[config.mk]
export PLATFORM = sky130hd
export DESIGN_NAME = keypad_scanner
export DESIGN_NICKNAME = d
export VERILOG_FILES = /design/src/rtl/keypad_pkg.sv /design/src/rtl/sync_2ff.sv /design/src/rtl/keypad_scanner.sv
export SDC_FILE = /design/constraint.sdc
export NUM_CORES = 1
export LEC_CHECK = 0
export CORE_UTILIZATION = 55
export DETAILED_ROUTE_END_ITERATION = 8
export PLACE_DENSITY = 0.75
export SKIP_CTS_REPAIR_TIMING = 1
export SYNTH_ARGS = -nofsm -noshare
export SYNTH_HDL_FRONTEND = slang
export SYNTH_SLANG_ARGS = --single-unit
[constraint.sdc]
create_clock -name clk -period 4.25 [get_ports clk]
set_clock_uncertainty 0.2 [all_clocks]
set_input_delay 0.425 -clock clk [delete_from_list [all_inputs] [get_ports clk]]
set_output_delay 0.425 -clock clk [all_outputs]
set_load 0.005 [all_outputs]
[src/rtl/keypad_pkg.sv]
// Shared types and helpers for the 4x4 matrix keypad scanner.
// Latency: n/a (types, constants and a pure decode function only).
// Backpressure: n/a.
// Contents: state_t (scanner FSM states), ROWS_RESET (row drive after reset),
//           key_map (row/column index to hex key code).
package keypad_pkg;

  typedef enum logic [1:0] {
    SCAN        = 2'd0,
    DEB_PRESS   = 2'd1,
    HELD        = 2'd2,
    DEB_RELEASE = 2'd3
  } state_t;

  // Row 0 driven low first; rows are active-low with exactly one bit low.
  localparam logic [3:0] ROWS_RESET = 4'b1110;

  // Row-major keypad legend:
  //   r0: 1 2 3 A   r1: 4 5 6 B   r2: 7 8 9 C   r3: E 0 F D
  function automatic logic [3:0] key_map(input logic [1:0] row_idx, input logic [1:0] col_idx);
    logic [3:0] code;
    code = 4'h0;
    case ({row_idx, col_idx})
      4'd0:  code = 4'h1;
      4'd1:  code = 4'h2;
      4'd2:  code = 4'h3;
      4'd3:  code = 4'hA;
      4'd4:  code = 4'h4;
      4'd5:  code = 4'h5;
      4'd6:  code = 4'h6;
      4'd7:  code = 4'hB;
      4'd8:  code = 4'h7;
      4'd9:  code = 4'h8;
      4'd10: code = 4'h9;
      4'd11: code = 4'hC;
      4'd12: code = 4'hE;
      4'd13: code = 4'h0;
      4'd14: code = 4'hF;
      4'd15: code = 4'hD;
      default: code = 4'h0;
    endcase
    return code;
  endfunction

endpackage

[src/rtl/sync_2ff.sv]
// Two-flop synchronizer for asynchronous level inputs.
// Latency: 2 clk cycles from d_i to q_o.
// Backpressure: none; samples every cycle.
// Ports: clk, reset (async active-low), d_i [WIDTH] async input,
//        q_o [WIDTH] synchronized output (RST_VAL while in reset).
module sync_2ff #(
  parameter int              WIDTH   = 1,
  parameter logic [WIDTH-1:0] RST_VAL = '0
) (
  input  logic             clk,
  input  logic             reset,
  input  logic [WIDTH-1:0] d_i,
  output logic [WIDTH-1:0] q_o
);

  logic [WIDTH-1:0] meta_q;
  logic [WIDTH-1:0] sync_q;

  always_ff @(posedge clk or negedge reset) begin
    if (!reset) begin
      meta_q <= RST_VAL;
      sync_q <= RST_VAL;
    end else begin
      meta_q <= d_i;
      sync_q <= meta_q;
    end
  end

  assign q_o = sync_q;

endmodule

[src/rtl/keypad_scanner.sv]
// 4x4 matrix keypad scanner: row drive, column sense, press/release debounce, hex decode.
// Latency: key_valid one cycle after DEBOUNCE_CYCLES stable-low cycles following the row sample.
// Backpressure: none; key_valid is a single-cycle pulse with no ready.
// Ports: clk, reset (async active-low); rows[3:0] active-low row drive;
//        cols[3:0] active-low async column sense; key_valid pulse; key_code last key;
//        new_digit / old_digit last two accepted keys (feed display s1 / s2).
module keypad_scanner
  import keypad_pkg::*;
#(
  parameter logic [15:0] SCAN_DIV        = 16'd5000,
  parameter logic [19:0] DEBOUNCE_CYCLES = 20'd120000
) (
  input  logic       clk,
  input  logic       reset,
  output logic [3:0] rows,
  input  logic [3:0] cols,
  output logic       key_valid,
  output logic [3:0] key_code,
  output logic [3:0] new_digit,
  output logic [3:0] old_digit
);

  logic [3:0]  cols_s;

  state_t      state_q,     state_d;
  logic [3:0]  rows_q,      rows_d;
  logic [15:0] scan_cnt_q,  scan_cnt_d;
  logic [19:0] deb_cnt_q,   deb_cnt_d;
  logic [1:0]  row_sel_q,   row_sel_d;
  logic [1:0]  col_sel_q,   col_sel_d;
  logic        key_valid_q, key_valid_d;
  logic [3:0]  key_code_q,  key_code_d;
  logic [3:0]  new_q,       new_d;
  logic [3:0]  old_q,       old_d;

  logic [1:0]  row_idx;
  logic [1:0]  low_col;
  logic [3:0]  rows_next;
  logic        col_low;

  // Idle columns float high, so the synchronizer resets to "no key".
  sync_2ff #(
    .WIDTH   (4),
    .RST_VAL (4'hF)
  ) u_cols_sync (
    .clk   (clk),
    .reset (reset),
    .d_i   (cols),
    .q_o   (cols_s)
  );

  // Index of the row currently driven low.
  always_comb begin
    row_idx = 2'd0;
    case (rows_q)
      4'b1110: row_idx = 2'd0;
      4'b1101: row_idx = 2'd1;
      4'b1011: row_idx = 2'd2;
      4'b0111: row_idx = 2'd3;
      default: row_idx = 2'd0;
    endcase
  end

  // Lowest-index active column wins when several keys share a row.
  always_comb begin
    low_col = 2'd3;
    casez (cols_s)
      4'b???0: low_col = 2'd0;
      4'b??01: low_col = 2'd1;
      4'b?011: low_col = 2'd2;
      default: low_col = 2'd3;
    endcase
  end

  assign rows_next = {rows_q[2:0], rows_q[3]};
  // Only the latched column matters once a key is being tracked.
  assign col_low   = ~cols_s[col_sel_q];

  always_comb begin
    state_d     = state_q;
    rows_d      = rows_q;
    scan_cnt_d  = scan_cnt_q;
    deb_cnt_d   = deb_cnt_q;
    row_sel_d   = row_sel_q;
    col_sel_d   = col_sel_q;
    key_valid_d = 1'b0;
    key_code_d  = key_code_q;
    new_d       = new_q;
    old_d       = old_q;

    case (state_q)
      SCAN: begin
        // Sampling only at the end of the row window leaves SCAN_DIV cycles
        // for the row to settle and pass through the synchronizer.
        if (scan_cnt_q == SCAN_DIV - 16'd1) begin
          scan_cnt_d = 16'd0;
          if (cols_s != 4'hF) begin
            row_sel_d = row_idx;
            col_sel_d = low_col;
            deb_cnt_d = 20'd0;
            state_d   = DEB_PRESS;
          end else begin
            rows_d = rows_next;
          end
        end else begin
          scan_cnt_d = scan_cnt_q + 16'd1;
        end
      end

      DEB_PRESS: begin
        if (!col_low) begin
          // Bounce: abandon the candidate and carry on with the next row.
          state_d    = SCAN;
          rows_d     = rows_next;
          scan_cnt_d = 16'd0;
          deb_cnt_d  = 20'd0;
        end else if (deb_cnt_q == DEBOUNCE_CYCLES - 20'd1) begin
          key_valid_d = 1'b1;
          key_code_d  = key_map(row_sel_q, col_sel_q);
          old_d       = new_q;
          new_d       = key_map(row_sel_q, col_sel_q);
          deb_cnt_d   = 20'd0;
          state_d     = HELD;
        end else begin
          deb_cnt_d = deb_cnt_q + 20'd1;
        end
      end

      HELD: begin
        if (!col_low) begin
          deb_cnt_d = 20'd0;
          state_d   = DEB_RELEASE;
        end
      end

      DEB_RELEASE: begin
        if (col_low) begin
          // Release bounce: the key is still down, no new event.
          deb_cnt_d = 20'd0;
          state_d   = HELD;
        end else if (deb_cnt_q == DEBOUNCE_CYCLES - 20'd1) begin
          state_d    = SCAN;
          rows_d     = rows_next;
          scan_cnt_d = 16'd0;
          deb_cnt_d  = 20'd0;
        end else begin
          deb_cnt_d = deb_cnt_q + 20'd1;
        end
      end

      default: state_d = SCAN;
    endcase
  end

  always_ff @(posedge clk or negedge reset) begin
    if (!reset) begin
      state_q     <= SCAN;
      rows_q      <= ROWS_RESET;
      scan_cnt_q  <= 16'd0;
      deb_cnt_q   <= 20'd0;
      row_sel_q   <= 2'd0;
      col_sel_q   <= 2'd0;
      key_valid_q <= 1'b0;
      key_code_q  <= 4'h0;
      new_q       <= 4'h0;
      old_q       <= 4'h0;
    end else begin
      state_q     <= state_d;
      rows_q      <= rows_d;
      scan_cnt_q  <= scan_cnt_d;
      deb_cnt_q   <= deb_cnt_d;
      row_sel_q   <= row_sel_d;
      col_sel_q   <= col_sel_d;
      key_valid_q <= key_valid_d;
      key_code_q  <= key_code_d;
      new_q       <= new_d;
      old_q       <= old_d;
    end
  end

  assign rows      = rows_q;
  assign key_valid = key_valid_q;
  assign key_code  = key_code_q;
  assign new_digit = new_q;
  assign old_digit = old_q;

endmodule

Yosys cells after proc, flatten, opt, wreduce, memory -nomap -nowiden
Memory sizes are Yosys's and may differ from the RTL's. A register that Yosys moved wholly into a read port is not among the register bits.
Index checks and enable logic that the tools add are counted.
{"block": "word_totals", "ramBits": 0, "word_cells": 80, "rom_bits": 128, "out_inout_bits": 17, "inputBits": 6, "regBits": 59, "latch_bits": 0, "mem_count": 2}
{"block": "op_classes", "shifts": 0, "div_mod_pow": 0, "order_cmp": 1, "muxes": 33, "n_addsub": 2, "multipliers": 0, "eq_ne": 20, "bitwise_logic": 2, "n_reduce_logical": 10}
{"name": "(name not given)", "depth": 16, "word_bits": 4, "read_ports": 1, "rd_ports_with_merged_regs": 1, "wr": 0, "line": "keypad_pkg.sv:23", "text": "case ({row_idx, col_idx})"}
{"name": "(name not given)", "depth": 16, "word_bits": 4, "read_ports": 1, "rd_ports_with_merged_regs": 1, "wr": 0, "line": "keypad_pkg.sv:23"}
{"cell": "20-bit 2-to-1 mux", "n": 6}
{"cell": "20-bit one-hot mux with 4 select lines", "n": 1}
{"cell": "16-bit 2-to-1 mux", "n": 4}
{"cell": "16-bit one-hot mux with 3 select lines", "n": 1}
{"cell": "20-bit by 1-bit adder with 20-bit output, second input constant", "n": 1}
{"cell": "20-bit by 17-bit == test with 1-bit output, second input constant", "n": 1}
{"cell": "4-bit 2-to-1 mux", "n": 5}
{"cell": "16-bit by 1-bit adder with 16-bit output, second input constant", "n": 1}
{"cell": "16-bit by 13-bit == test with 1-bit output, second input constant", "n": 1}
{"cell": "2-bit 2-to-1 mux", "n": 7}
{"cell": "2-bit != test, second input constant", "n": 7}
{"cell": "2-bit one-hot mux with 3 select lines", "n": 2}
{"cell": "4-bit one-hot mux with 3 select lines", "n": 1}
{"cell": "3-bit AND reduction", "n": 3}
{"cell": "4-bit == test, second input constant", "n": 2}
{"cell": "2-bit one-hot mux with 4 select lines", "n": 1}
{"cell": "3-bit != test, second input constant", "n": 2}
{"cell": "6-bit AND reduction", "n": 1}
{"cell": "5-bit AND reduction", "n": 1}
{"cell": "2-bit by 1-bit == test with 1-bit output, second input constant", "n": 2}
{"cell": "2-bit == test, second input constant", "n": 2}
{"cell": "4-bit by 3-bit == test with 1-bit output, second input constant", "n": 1}
{"cell": "1-bit 2-to-1 mux", "n": 4}
{"cell": "4-bit != test, second input constant", "n": 1}
{"cell": "8 further kinds", "n": 10}

Depth between registers and ports, before layout
Gate-level depths: netlist (run 1).
{"block": "logic_depth", "ltp_word": 4, "mapped_depth": 8}

Hierarchy
Synthesis (run 1) repeated with hierarchy kept, for this count alone.
{"block": "hier_totals", "hier_cells": 346, "area_unflattened_um2": 3325.7}
{"mod": "keypad_scanner", "n_inst": 1, "area_each_um2": 3115.5, "cells_per_inst": 338, "seq_area_each_um2": 1380.1}
{"mod": "sync_2ff", "n_inst": 1, "area_each_um2": 210.2, "cells_per_inst": 8, "seq_area_each_um2": 210.2}

Worst setup path before layout (run 1)
No wires, ideal clock.
{"block": "synth_path", "path_kind": "flip-flop to flip-flop", "startpoint": "register col_sel_q[0]", "endpoint": "register deb_cnt_q[10]", "period_less_slack_ns": 2.545, "t_arrival_ns": 2.206, "stages_incl_launch_ff": 6, "required_time_ns": 3.910, "setup_slack_ns": 1.705, "cell_sequence": "dfrtp_1 mux4_2 and2_1 a211oi_1 clkbuf_1 a211oi_1"}
{"block": "synth_via", "elab_chain_cells": 4, "word_cells_on_any_way": 7, "cone_classes": "1 x eq/ne; 5 x mux; 1 x reduce/logical"}
{"element": "from (decl)", "line": "keypad_scanner.sv:30", "text": "logic [1:0] col_sel_q, col_sel_d;"}
{"element": "from (signal assigned)", "line": "keypad_scanner.sv:173", "text": "col_sel_q <= col_sel_d;"}
{"element": "1-bit binary-select mux with 2-bit select *", "line": "keypad_scanner.sv:77", "text": "assign col_low = ~cols_s[col_sel_q];"}
{"element": "1-bit 2-to-1 mux (implied by the code) *", "line": "keypad_scanner.sv:77"}
{"element": "20-bit 2-to-1 mux (tied with other cells)", "line": "keypad_scanner.sv:137", "text": "if (col_low) begin"}
{"element": "20-bit one-hot mux with 4 select lines / 3-bit AND reduction (equally long branches)"}
{"element": "to (signal assigned)", "line": "keypad_scanner.sv:171", "text": "deb_cnt_q <= deb_cnt_d;"}
{"element": "to (decl)", "line": "keypad_scanner.sv:28", "text": "logic [19:0] deb_cnt_q, deb_cnt_d;"}
Mark *: on every way between the ends. The rest lies on a longest branch, timed or not. The select of a mux whose other input is x is not followed.
A chain may end at the register's enable or synchronous reset.

Worst setup path after layout (run 1)
{"block": "layout_path", "startpoint": "register col_sel_q[0]", "endpoint": "register deb_cnt_q[11]"}
The elaborated chain is that of the path after synthesis.

==> impl_metrics.toml, run 1 <==
[outcome]
outcome = "finished, final reports clean"

[setup_path]
cp-start-kind = "flop"
rr_worst_depth = 5
r2r_setup_slack_ns = 1.0
endpoint_kind = "flop"
worstPathRequired_ns = 4.29
crit_type = "flop to flop"
setup.worst_path.start = "col_sel_q[0]$_DFFE_PN0P_"
reg2reg_from = "col_sel_q[0]$_DFFE_PN0P_"
rr_endpoint = "deb_cnt_q[11]$_DFFE_PN0P_"
cp.arrival_ns = 3.29
worst-path-max-fanout = 35

[floorplan]
core_sq_mm = 0.005991
rows = 28
die_h_um = 81.07
dieArea_sq_mm = 0.006572
die_width_um = 81.07
io_pins = 23
start_util_pct = 57.39

[synth]
yosysUniqueCellTypes = 54
synth_edf_count = 0
syn_nets = 355
syn_avg_cell_area_sq_um = 10.05
synth_top_cells_by_count = "52 x dfrtp_1, 30 x nand2_1, 29 x o21ai_0"
yosysSeqAreaShare_pct = 46.25
ys_top_cells_by_area = "dfrtp_1 38%, dfstp_2 8.4%, mux2_2 4.6%, o21ai_0 4.2%, a211oi_1 3.3%"
netlist_instances = 342
synthArstFlopShare_pct = 100.0
syn_area_sq_mm = 0.003438
synth_top_area_share_pct = 37.85
synthFlopType = "dfrtp_1"
yosys_warnings = 0
yosys.area.top_type = "dfrtp_1"
yosys.cell_count.top_type = "dfrtp_1"
ys_ff_latch = 63

[drt]
ant_nets = 0
avgViaCountPerCell = 6.270
dr.pass1.iters = 4
route.detailed.wl_per_inst_um = 15.98
drc = 0
drt_iter0_drc = 233
vias = 2765
drt-total-wl_um = 7045

[timing]
rsz0062_at_grt = "false"
maxSlewHeadroom_pct = 21.27
period_needed_ns = 3.250
max_freq_mhz = 307.7
tightest_slew_ns = 1.181
setup_tns_ns = 0
finalSetupViolations = 0
maxSlewViolCount = 0
final_hold_viol_count = 0
final_min_period_over_clock_period_pct = 76.47

[global_routing]
grt_overflow = 0
grt_pass1_vias = 2453
grt_start_max_net_pins = 37
antenna_found_initial = 0
grt_pass1_wl_um = 11510
grt_util_all_layers_pct = 23.27

[power]
leakage_uw = 0.001574
pwr_density_cell_mw_per_mm2 = 290.6
finalPower_uw = 1127
ir_drop_v = 0.0002795

[placement]
hpwl_um = 4726
dpl_cell_area_sq_mm = 0.003679
port_buffers = 22
dp.cells = 424
gp_congestion = 0.9712

[finish]
fillers = 489
area_growth_pct = 12.77
stdcell_count = 441
multi_input_area_sq_mm = 0.001719
seq_area_sq_mm = 0.001590
final_nets = 374
final_area_sq_mm = 0.003877
drive_gt1_share_pct = 16.39
fin_util_pct = 64.72
antenna_cells = 0

[job]
drv_cap = 0

[clock_network]
numCtsBuffers = 9
clock-sinks = 63
cts-root-buf = "clkbuf_8"
cts_buffer_depth = 2
clk_latency_ns = 0.34
cts_tree = "done"
clk_pin_slew_ns = 0.07
h-tree-depth = 3

[hold_path]
hp-class = "flop to flop"
hold_end = "u_cols_sync.q_o[3]$_DFF_PN1_"
holdPathStages = 0
hold_path_startpoint = "u_cols_sync.meta_q[3]$_DFF_PN1_"
[sequential cells by signal, indices dropped and copies added (netlist names), named ones only]
name and cells:
col_sel_q 2, deb_cnt_q 20, key_code 4, key_valid 1, old_digit 4, row_sel_q 2, rows 4, scan_cnt_q 16
state_q 1, u_cols_sync.meta_q 4, u_cols_sync.q_o 4
[where the power goes]
| group | total [uW] | internal, uW | switching [uW] |
|---|---|---|---|
| Combinational | 20.3 | 6.16 | 14.2 |
| Sequential | 609 | 607 | 1.96 |
| Clock | 498 | 269 | 229 |
[routing by layer]
layer | track usage [%] | up-vias | share of wire [%]
met5 | 0 | - | 0
met4 | 10.00 | 0 | 1.6
met3 | 5.393 | 14 | 3.5
met2 | 35.71 | 68 | 47
met1 | 31.43 | 1351 | 47
li1 | - | 1332 | -
[layout by cell type, fill, tap and decap left out, types with 9 or more instances in the layout]
cell type        netlist  final
nand4_1               12     12
dfrtp_1               52     52
or3_1                 14     14
clkbuf_8               0      9
dfstp_2               11     11
a211oi_1              15     14
nand2_1               30     30
o21ai_0               29     29
nor2_1                14     14
nand3_1               22     22
mux2_2                14     14
nor3_1                14     14
clkdlybuf4s50_1        0     21
[layout make-up]
class | count | share of cell area, %
inverters | 8 | 0.7744
multi-input cells | 252 | 44.34
clock buffers | 10 | 3.291
flip-flops and latches | 63 | 41.01
well taps | 75 | 2.420
clock inverters | 6 | 1.581
repair buffers | 27 | 6.583
[worst max-delay path by stage]
| stage | slack [ns] | end |
|---|---|---|
| floorplan | 1.70 | deb_cnt_q[10]$_DFFE_PN0P_ |
| global placement | 1.15 | deb_cnt_q[7]$_DFFE_PN0P_ |
| detailed placement | 1.06 | deb_cnt_q[6]$_DFFE_PN0P_ |
| CTS | 1.02 | deb_cnt_q[11]$_DFFE_PN0P_ |
| global route | 0.78 | deb_cnt_q[13]$_DFFE_PN0P_ |
| finish | 1.0 | deb_cnt_q[11]$_DFFE_PN0P_ |
[metrics by stage]
| stage | hold WS (ns) | setup WS [ns] |
|---|---|---|
| 6_report | 0.1545 | 0.9999 |
| 4_1_cts | -0.08572 | 1.019 |
| 3_5_place_dp | 0.1476 | 1.059 |
| 3_3_place_gp | 0.1461 | 1.151 |
| 2_1_floorplan | -0.07059 | 1.705 |
| 5_1_grt | 0.1507 | 0.7811 |
[cells by family (layout without fill, tap and decap cells)]
family | after synthesis | count (layout) | share of synthesized area (%)
simple gates | 142 | 142 | 23.14
compound gates | 83 | 83 | 17.58
mux | 17 | 17 | 5.822
fa+ha+maj | 7 | 7 | 2.547
buf+inv | 27 | 51 | 3.894
flops | 63 | 63 | 46.25
xor+xnor | 3 | 3 | 0.7643
[worst max-delay path, cell delays in order, from the launching register on]
cell,delay (ns)
dfrtp_1,0.53
mux4_2,0.66
and2_1,0.24
a311oi_4,1.00
o21ai_0,0.24
a211oi_1,0.27
Power figures use the tool's default switching activity.
==> run 2, diff against run 1 <==
==> constraint.sdc (replaced) <==
create_clock -name clk -period 3.2 [get_ports clk]
set_clock_uncertainty 0.2 [all_clocks]
set_input_delay 0.32 -clock clk [delete_from_list [all_inputs] [get_ports clk]]
set_output_delay 0.32 -clock clk [all_outputs]
set_load 0.005 [all_outputs]
==> impl_metrics.toml, run 2 (synthesis gave the netlist of run 1 again) <==
[outcome]
outcome = "complete, but fails checks"
failed_checks = "negative hold slack"

[setup_path]
reg2reg_from = "col_sel_q[0]$_DFFE_PN0P_"
crit_slowest_cell = "mux4_2"
worst-path-max-fanout = 35
slowest_delay_ns = 0.66
cp-start-kind = "flop"
worst-path-buf-inv = 1
setup.worst_path.start = "col_sel_q[0]$_DFFE_PN0P_"
worstPathRequired_ns = 3.23
cp.arrival_ns = 2.78
crit_type = "flop to flop"
crit_family = "multiplexers"
path_cells = "mux4_2 > and2_1 > a311oi_4 > buf_4 > o21ai_0 > a211oi_1"
endpoint_kind = "flop"

[drt]
avgViaCountPerCell = 6.234
drc = 0
drt_iter0_drc = 161
vias = 2774
drt-total-wl_um = 6978
dr.pass1.iters = 4
route.detailed.wl_per_inst_um = 15.68
ant_nets = 0

[clock_network]
numCtsBuffers = 9
cts_tree = "done"
clk_pin_slew_ns = 0.06
clk_latency_ns = 0.34
cts-root-buf = "clkbuf_8"
cts_buffer_depth = 2
clock-sinks = 63
h-tree-depth = 3

[timing]
maxSlewHeadroom_pct = 43.98
period_needed_ns = 2.753
setup_tns_ns = 0
tightest_slew_ns = 0.8339
layout_setup_ws_ns = 0.4470
max_freq_mhz = 363.2
final_min_period_over_clock_period_pct = 86.03
final_hold_viol_count = 52
holdWs_ns = -0.07145
rsz0062_at_grt = "false"
maxSlewViolCount = 0
finalSetupViolations = 0

[global_routing]
grt_overflow = 0
grt_pass1_wl_um = 11740
grt_util_all_layers_pct = 23.78
antenna_found_initial = 0
grt_pass1_vias = 2666
grt_start_max_net_pins = 64

[finish]
top_regs = "deb_cnt_q (20), scan_cnt_q (16)"
drive_gt1_share_pct = 17.57
area_growth_pct = 13.76
stdcell_count = 445
final_nets = 378
layout_common_cells = "52 x dfrtp_1, 30 x nand2_1, 29 x o21ai_0, 22 x nand3_1, 21 x clkdlybuf4s50_1"
final_common_cell = "dfrtp_1"
antenna_cells = 0
largest_register_ffs = 20
regMostFlops = "deb_cnt_q"

[floorplan]
rows = 28
dieArea_sq_mm = 0.006572
die_h_um = 81.07
io_pins = 23
die_width_um = 81.07
start_util_pct = 57.39
core_sq_mm = 0.005991

[job]
drv_cap = 0

[hold_path]
hp-class = "primary input to asynchronous set/reset pin"

[power]
pwr_density_cell_mw_per_mm2 = 381.3
leakage_uw = 0.001598
ir_drop_v = 0.0002933

[placement]
place_ws_ns = 0.4960
port_buffers = 22
dp.cells = 429
gp_congestion = 0.9027
hpwl_um = 4764
==> run 2: worst paths after layout <==
check | endpoint | slack [ns] | depth (start not counted)
setup / recovery | deb_cnt_q[13]$_DFFE_PN0P_ | 0.45 | 6
hold / removal | deb_cnt_q[3]$_DFFE_PN0P_ | -0.07 | 2
setup reg to reg | deb_cnt_q[13]$_DFFE_PN0P_ | 0.45 | 6
hold reg to reg | u_cols_sync.q_o[2]$_DFF_PN1_ | 0.16 | 0
max in group asynchronous | scan_cnt_q[13]$_DFFE_PN0P_ | 2.37 | 2
min in group clk | u_cols_sync.q_o[2]$_DFF_PN1_ | 0.16 | 0
==> run 2: layout make-up <==
cell class	instances	area, sq um
clock buffers	14	182.7
inverters	8	30.03
flip-flops and latches	63	1590
repair buffers	31	282.8
multi-input cells	252	1719
fillers	481	2079
clock inverters	2	12.51
well taps	75	93.84
==> run 2: metrics by stage <==
stage          power [uW]  utilization (%)  hold slack [ns]  cell area (sq um)
6_report             1491            65.29         -0.07145               3911
3_3_place_gp        849.4            62.03           0.1472               3716
3_5_place_dp        850.6            62.03           0.1532               3716
2_1_floorplan       826.3                -          -0.1756               3438
5_1_grt              1556            65.29          0.02346               3911
4_1_cts              1512            65.29         -0.03606               3911
==> run 2: where the power goes <==
group / internal, uW / total [uW] / leakage, uW / switching (uW)
clock: 365 / 656 / 0.0000987 / 292
sequential: 806 / 809 / 0.000827 / 3.13
combinational: 7.39 / 25.7 / 0.000672 / 18.3
total: 1180 / 1490 / 0.00160 / 313
==> run 2: metal layers <==
layer	share of wire, %	GRT usage [%]	vias to the layer above
li1	-	-	1340
met1	45	27.76	1355
met3	3.7	7.191	15
met4	1.9	11.43	0
met2	50	39.75	64
met5	0	0	-
==> run 3, diff against run 2 <==
--- a/config.mk
+++ b/config.mk
@@ -9,6 +9,7 @@
 export DETAILED_ROUTE_END_ITERATION = 8
 export PLACE_DENSITY = 0.75
 export SKIP_CTS_REPAIR_TIMING = 1
+export SLEW_MARGIN = 20
 export SYNTH_ARGS = -nofsm -noshare
 export SYNTH_HDL_FRONTEND = slang
 export SYNTH_SLANG_ARGS = --single-unit
==> results of run 3 <==
Same layout as run 2: the final DEF is identical, and so are final timing and power.
